**src/rtl/wrapper_pkg.sv**
```systemverilog
// Shared types and default sizes for the multi-channel accelerator stream wrapper.
// Optional saturation is selected with the WRAPPER_SAT_EN macro (see power_unit).
package wrapper_pkg;

  typedef enum logic [2:0] {
    IDLE  = 3'd0,
    LOAD  = 3'd1,
    MUL   = 3'd2,
    WRITE = 3'd3,
    DONE  = 3'd4
  } state_t;

  localparam int CH_DEF     = 4;
  localparam int DATA_W_DEF = 16;
  localparam int UI_W_DEF   = 2;
  localparam int RES_W_DEF  = 21;

endpackage

```
**src/rtl/power_unit.sv**
```systemverilog
// Iterated-multiply power engine: acc = x^(p+1) via one multiply per step.
// WRAPPER_SAT_EN defined: sticky overflow clamps acc to all-ones; otherwise modular truncation.
module power_unit
  import wrapper_pkg::*;
#(
  parameter int DATA_W = DATA_W_DEF,
  parameter int UI_W   = UI_W_DEF,
  parameter int RES_W  = RES_W_DEF
) (
  input  logic              clk,
  input  logic              rst,
  input  logic              load,
  input  logic              step,
  input  logic [DATA_W-1:0] x,
  input  logic [UI_W-1:0]   p,
  output logic [RES_W-1:0]  acc,
  output logic              zero
);

  logic [RES_W-1:0] acc_q, acc_d;
  logic [UI_W-1:0]  cnt_q, cnt_d;

`ifdef WRAPPER_SAT_EN
  localparam int PW = RES_W + DATA_W;
  logic [PW-1:0] prod;
  logic          ovf_q, ovf_d;

  always_comb begin
    prod  = PW'(acc_q) * PW'(x);
    acc_d = acc_q;
    cnt_d = cnt_q;
    ovf_d = ovf_q;
    if (load) begin
      acc_d = RES_W'(x);
      cnt_d = p;
      ovf_d = 1'b0;
    end else if (step) begin
      // Once any product bit spills past RES_W the channel stays pinned at full scale.
      ovf_d = ovf_q | (|prod[PW-1:RES_W]);
      acc_d = ovf_d ? '1 : prod[RES_W-1:0];
      cnt_d = cnt_q - 1'b1;
    end
  end

  always_ff @(posedge clk or negedge rst) begin
    if (!rst) ovf_q <= 1'b0;
    else      ovf_q <= ovf_d;
  end
`else
  logic [RES_W-1:0] prod;

  always_comb begin
    prod  = acc_q * RES_W'(x);
    acc_d = acc_q;
    cnt_d = cnt_q;
    if (load) begin
      acc_d = RES_W'(x);
      cnt_d = p;
    end else if (step) begin
      acc_d = prod;
      cnt_d = cnt_q - 1'b1;
    end
  end
`endif

  always_ff @(posedge clk or negedge rst) begin
    if (!rst) begin
      acc_q <= '0;
      cnt_q <= '0;
    end else begin
      acc_q <= acc_d;
      cnt_q <= cnt_d;
    end
  end

  assign acc = acc_q;
  // High when the step taken this cycle is the last one (count goes to zero).
  assign zero = (cnt_q == UI_W'(1));

endmodule

```
**src/rtl/accel_stream_wrapper.sv**
```systemverilog
// Multi-channel power accelerator: captures CH words on w_start, writes x_c^(ui_c+1) per channel.
// Write port: wr_req/wr_data/wr_ch hold stable until wr_ack is seen high at a clock edge while wr_req=1.
// WRAPPER_SAT_EN selects saturating results inside power_unit.
module accel_stream_wrapper
  import wrapper_pkg::*;
#(
  parameter int CH     = CH_DEF,
  parameter int DATA_W = DATA_W_DEF,
  parameter int UI_W   = UI_W_DEF,
  parameter int RES_W  = RES_W_DEF,
  parameter int CH_W   = (CH > 1) ? $clog2(CH) : 1
) (
  input  logic                 clk,
  input  logic                 rst,
  input  logic                 w_start,
  input  logic [CH*DATA_W-1:0] vi_bus,
  input  logic [CH*UI_W-1:0]   ui_bus,
  input  logic                 wr_ack,
  output logic                 wr_req,
  output logic [RES_W-1:0]     wr_data,
  output logic [CH_W-1:0]      wr_ch,
  output logic                 busy,
  output logic                 w_done,
  output state_t               dbg_state
);

  state_t               state_q, state_d;
  logic [CH_W-1:0]      c_q, c_d;
  logic [CH*DATA_W-1:0] x_q, x_d;
  logic [CH*UI_W-1:0]   ui_q, ui_d;
  logic                 wr_req_q, wr_req_d;
  logic                 busy_q, busy_d;
  logic                 w_done_q, w_done_d;

  logic                 load, step, zero;
  logic [DATA_W-1:0]    x_c;
  logic [UI_W-1:0]      ui_c;
  logic [RES_W-1:0]     acc;

  assign x_c  = x_q[c_q*DATA_W +: DATA_W];
  assign ui_c = ui_q[c_q*UI_W +: UI_W];

  power_unit #(.DATA_W(DATA_W), .UI_W(UI_W), .RES_W(RES_W)) u_power (
    .clk  (clk),
    .rst  (rst),
    .load (load),
    .step (step),
    .x    (x_c),
    .p    (ui_c),
    .acc  (acc),
    .zero (zero)
  );

  always_comb begin
    state_d = state_q;
    c_d     = c_q;
    x_d     = x_q;
    ui_d    = ui_q;
    load    = 1'b0;
    step    = 1'b0;
    case (state_q)
      IDLE: if (w_start) begin
        x_d     = vi_bus;
        ui_d    = ui_bus;
        c_d     = '0;
        state_d = LOAD;
      end
      LOAD: begin
        load    = 1'b1;
        state_d = (ui_c != '0) ? MUL : WRITE;
      end
      MUL: begin
        step = 1'b1;
        if (zero) state_d = WRITE;
      end
      WRITE: if (wr_ack) begin
        if (c_q == CH_W'(CH - 1)) begin
          state_d = DONE;
        end else begin
          c_d     = c_q + 1'b1;
          state_d = LOAD;
        end
      end
      DONE:    state_d = IDLE;
      default: state_d = IDLE;
    endcase
    // Outputs are registered from the next state so they line up with it.
    wr_req_d = (state_d == WRITE);
    busy_d   = (state_d != IDLE);
    w_done_d = (state_d == DONE);
  end

  always_ff @(posedge clk or negedge rst) begin
    if (!rst) begin
      state_q  <= IDLE;
      c_q      <= '0;
      x_q      <= '0;
      ui_q     <= '0;
      wr_req_q <= 1'b0;
      busy_q   <= 1'b0;
      w_done_q <= 1'b0;
    end else begin
      state_q  <= state_d;
      c_q      <= c_d;
      x_q      <= x_d;
      ui_q     <= ui_d;
      wr_req_q <= wr_req_d;
      busy_q   <= busy_d;
      w_done_q <= w_done_d;
    end
  end

  assign wr_req    = wr_req_q;
  assign wr_data   = acc;
  assign wr_ch     = c_q;
  assign busy      = busy_q;
  assign w_done    = w_done_q;
  assign dbg_state = state_q;

endmodule
```
**config.mk**
```make
export PLATFORM = sky130hd
export DESIGN_NAME = accel_stream_wrapper
export DESIGN_NICKNAME = d
export VERILOG_FILES = /design/src/rtl/wrapper_pkg.sv /design/src/rtl/power_unit.sv /design/src/rtl/accel_stream_wrapper.sv
export SDC_FILE = /design/constraint.sdc
export NUM_CORES = 1
export LEC_CHECK = 0
export ABC_CLOCK_PERIOD_IN_PS = 9300
export BUFFER_PORTS_ARGS = -buffer_cell sky130_fd_sc_hd__buf_2
export CAP_MARGIN = 20
export CORE_MARGIN = 2
export CORE_UTILIZATION = 40
export CTS_CLUSTER_DIAMETER = 40
export DETAILED_ROUTE_END_ITERATION = 7
export GPL_ROUTABILITY_DRIVEN = 1
export MAX_ROUTING_LAYER = met4
export PLACE_DENSITY_LB_ADDON = 0.25
export REMOVE_ABC_BUFFERS = 1
export SYNTH_ARGS = -nofsm -noshare
export SYNTH_HDL_FRONTEND = slang
export SYNTH_SLANG_ARGS = --single-unit
```
**constraint.sdc**
```tcl
create_clock -name clk -period 9.3 [get_ports clk]
set_input_delay 0.93 -clock clk [delete_from_list [all_inputs] [get_ports clk]]
set_output_delay 0.93 -clock clk [all_outputs]
set_load 0.02 [all_outputs]
```
==> results.py <==
metrics = {
    "layout": {
        "layout.nets": 1390,
        "syn2layout_area_growth_pct": 10.5,
        "instances_no_fill": 1448,
        "antenna_cells": 0,
        "drive_above_1_share_pct": 20.2,
        "postLayoutCellArea_sq_um": 11800,
    },
    "critical_path": {
        "path_class": "flip-flop to flip-flop",
        "critPathRequiredTime_ns": 9.52,
        "crit_path_frequent_cell": "fa_1",
        "crit_buf_inv": 5,
        "path_cells": "buf_4 -> mux2i_1 -> mux2_2 -> nor2b_1 -> fa_1 -> inv_1 -> fa_1 -> fa_1 -> fa_1 -> inv_1 -> fa_1 -> inv_1 -> fa_1 -> inv_1 -> ha_1 -> a21o_1 -> a21oi_1 -> o41ai_1 -> a31o_2 -> a2111oi_0 -> o21bai_1 -> xnor2_1 -> o21ai_0",
        "start_kind": "flip-flop",
        "end_kind": "flip-flop",
        "slowest_stage": "fa_1",
        "arrival_ns": 7.18,
        "critPathMaxStageDelay_ns": 0.54,
        "crit_family": "adder cells",
        "path_max_fanout": 20,
    },
    "die": {
        "initial_core_util_pct": 40.9,
        "chipHeight_um": 167,
        "die_area_sq_um": 28000,
        "die_w_um": 167,
        "core_sq_um": 26100,
        "rows": 59,
        "pin_count": 105,
    },
    "routing": {
        "drt-total-wl_mm": 25.3,
        "post-route-drc-count": 5,
        "vias": 7425,
        "drt_pass1_iterations": 6,
        "avgViaCountPerCell": 5.13,
        "drt-initial-drc-count": 416,
        "wl_per_cell_um": 17.5,
        "ant_nets": 0,
    },
    "flow_run": {
        "maxCapViolCount": 0,
    },
    "outcome": {
        "failed_checks": "design-rule violations",
        "status": "finished with violations",
    },
    "sta": {
        "finalCritPeriodShare_pct": 74.8,
        "clock_skew_ns": 0.0144,
        "min_period_ns": 6.96,
        "grt_setup_unrepaired": "false",
        "finalMaxSlewViolations": 0,
        "timing.hold.ws_ns": 0.508,
        "worstMarginPinSlew_ns": 0.826,
        "fmax_mhz": 144,
        "slew_headroom_pct": 45.0,
        "setup_viol": 0,
        "finalSetupTns_ns": 0,
        "hold_viol": 0,
    },
    "clocking": {
        "cts.clk_slew.worst_paths_ns": 0.08,
        "holdBufCountCts": 0,
        "clk_latency_ns": 0.37,
        "cts_buffer_depth": 2,
        "root_buffer": "clkbuf_16",
        "cts_made_buffers": 9,
        "postCtsSetupBuffers": 0,
        "h-tree-depth": 3,
        "cts-resized-gates": 0,
        "numClockSinks": 103,
        "tritoncts": "yes",
    },
    "synthesis": {
        "netlist_area_sq_um": 10700,
        "synthTopCellsByArea": "fa_1 28%, dfrtp_1 24%, mux2_2 8.0%",
        "synth_top_area_cell": "fa_1",
        "synthTopCellsByCount": "193 x inv_1, 150 x fa_1, 126 x nand2_1",
        "ys_types": 48,
        "synth_top_cell_area_share_pct": 28.1,
        "ys_seq_area_share_pct": 24.1,
        "syn_area_per_cell_sq_um": 10.4,
        "synth_edf_count": 0,
        "synthCells": 1032,
        "synth_warnings": 0,
        "ys_dominant_reg_cell": "dfrtp_1",
        "synthArstFlopShare_pct": 100,
        "ys_ff_latch": 103,
        "synthMostInstantiatedCell": "inv_1",
    },
    "global_route": {
        "grt_pass1_wl_mm": 42.9,
        "overflow": 0,
        "grt_max_degree": 63,
        "grtUsageTotal_pct": 20.0,
        "grt_pass1_vias": 7940,
        "grt_antenna_before_repair": 0,
    },
    "placed_design": {
        "io_buffers": 104,
        "dp_hpwl_mm": 19.3,
        "placed_area_sq_um": 11500,
        "gp_congestion": 0.816,
        "placedCellCount": 1431,
    },
    "worst_hold_path": {
        "min_path_type": "flip-flop to flip-flop",
    },
}
[layout make-up]
class                      instances  area [sq um]
clock buffer                       9           225
clock inverter                     7          86.3
fill                            2547         14300
inverter                         193           724
multi-input combinational        690          7200
sequential                       103          2580
tap                              335           419
timing repair buffer             111           573
[cells in the final DEF (no fill, tap or decap), types with 7 or more instances in the layout]
| cell | instances |
|---|---|
| a21o_1 | 7 |
| a21oi_1 | 8 |
| a22oi_1 | 14 |
| and2_1 | 54 |
| buf_2 | 104 |
| buf_4 | 7 |
| clkbuf_16 | 9 |
| dfrtp_1 | 103 |
| fa_1 | 150 |
| ha_1 | 56 |
| inv_1 | 193 |
| mux2_2 | 76 |
| mux2i_1 | 8 |
| mux4_2 | 14 |
| nand2_1 | 126 |
| nand2b_1 | 9 |
| nor2_1 | 15 |
| nor2b_1 | 48 |
| o21ai_0 | 21 |
| xnor2_1 | 32 |
| xor2_1 | 7 |
[per-stage QoR]
step	util, %	worst slack (ns)
global placement	44.0	2.56
global route	45.2	1.92
floorplan	-	2.47
detailed placement	44.0	2.37
finish	45.2	2.34
CTS	45.2	2.36
[logic make-up (layout without fill, tap and decap cells)]
logic type | count (synthesis) | count (layout) | synth area share [%]
AO/OA/AOI/OAI | 72 | 72 | 4.62
flip-flops | 103 | 103 | 24.1
multiplexers | 98 | 98 | 11.7
XOR/XNOR | 42 | 42 | 3.77
AND/OR/NAND/NOR | 272 | 272 | 12.5
buffers and inverters | 239 | 320 | 8.58
adder cells (fa/ha/maj) | 206 | 206 | 34.7
[worst register-to-register path, delay by kind of cell (launching register included)]
family / cells / cell delay, ns
AOI/OAI and AO/OA: 7 / 1.55
xor gates and xnor gates: 1 / 0.15
adders and majority gates: 7 / 3.31
buffers and inverters: 5 / 0.55
DFF: 1 / 0.47
muxes: 2 / 0.66
and+or+nand+nor: 1 / 0.13
[path summary, 6_finish.rpt]
kind	cells after the start	endpoint	startpoint	slack, ns
min in group asynchronous	1	ui_q[1]	rst	0.52
worst min-delay path	1	x_q[57]	x_q[57]	0.51
worst min register to register	1	x_q[57]	x_q[57]	0.51
worst max-delay path	23	u_power.acc[19]	wr_ch[1]	2.34
worst max register to register	23	u_power.acc[19]	wr_ch[1]	2.34
max in group asynchronous	2	x_q[38]	rst	7.56
[flip-flops by register name, summed over array words and instances (netlist names)]
register / flops
x_q: 64
u_power.acc: 21
ui_q: 8
dbg_state: 3
u_power.cnt_q: 2
wr_ch: 2
busy: 1
w_done: 1
wr_req: 1
[layer usage]
metal | wire length [um] | GRT usage [%] | vias to the layer above
met5 | 0 | - | -
met1 | 11900 | 28.2 | 3865
li1 | - | - | 3362
met4 | 272 | 3.71 | 0
met3 | 1070 | 2.06 | 15
met2 | 12000 | 32.0 | 183
Power is left out: the tool's default activity adds up to more than one toggle a clock period on the data nets, which glitch-free logic cannot reach.
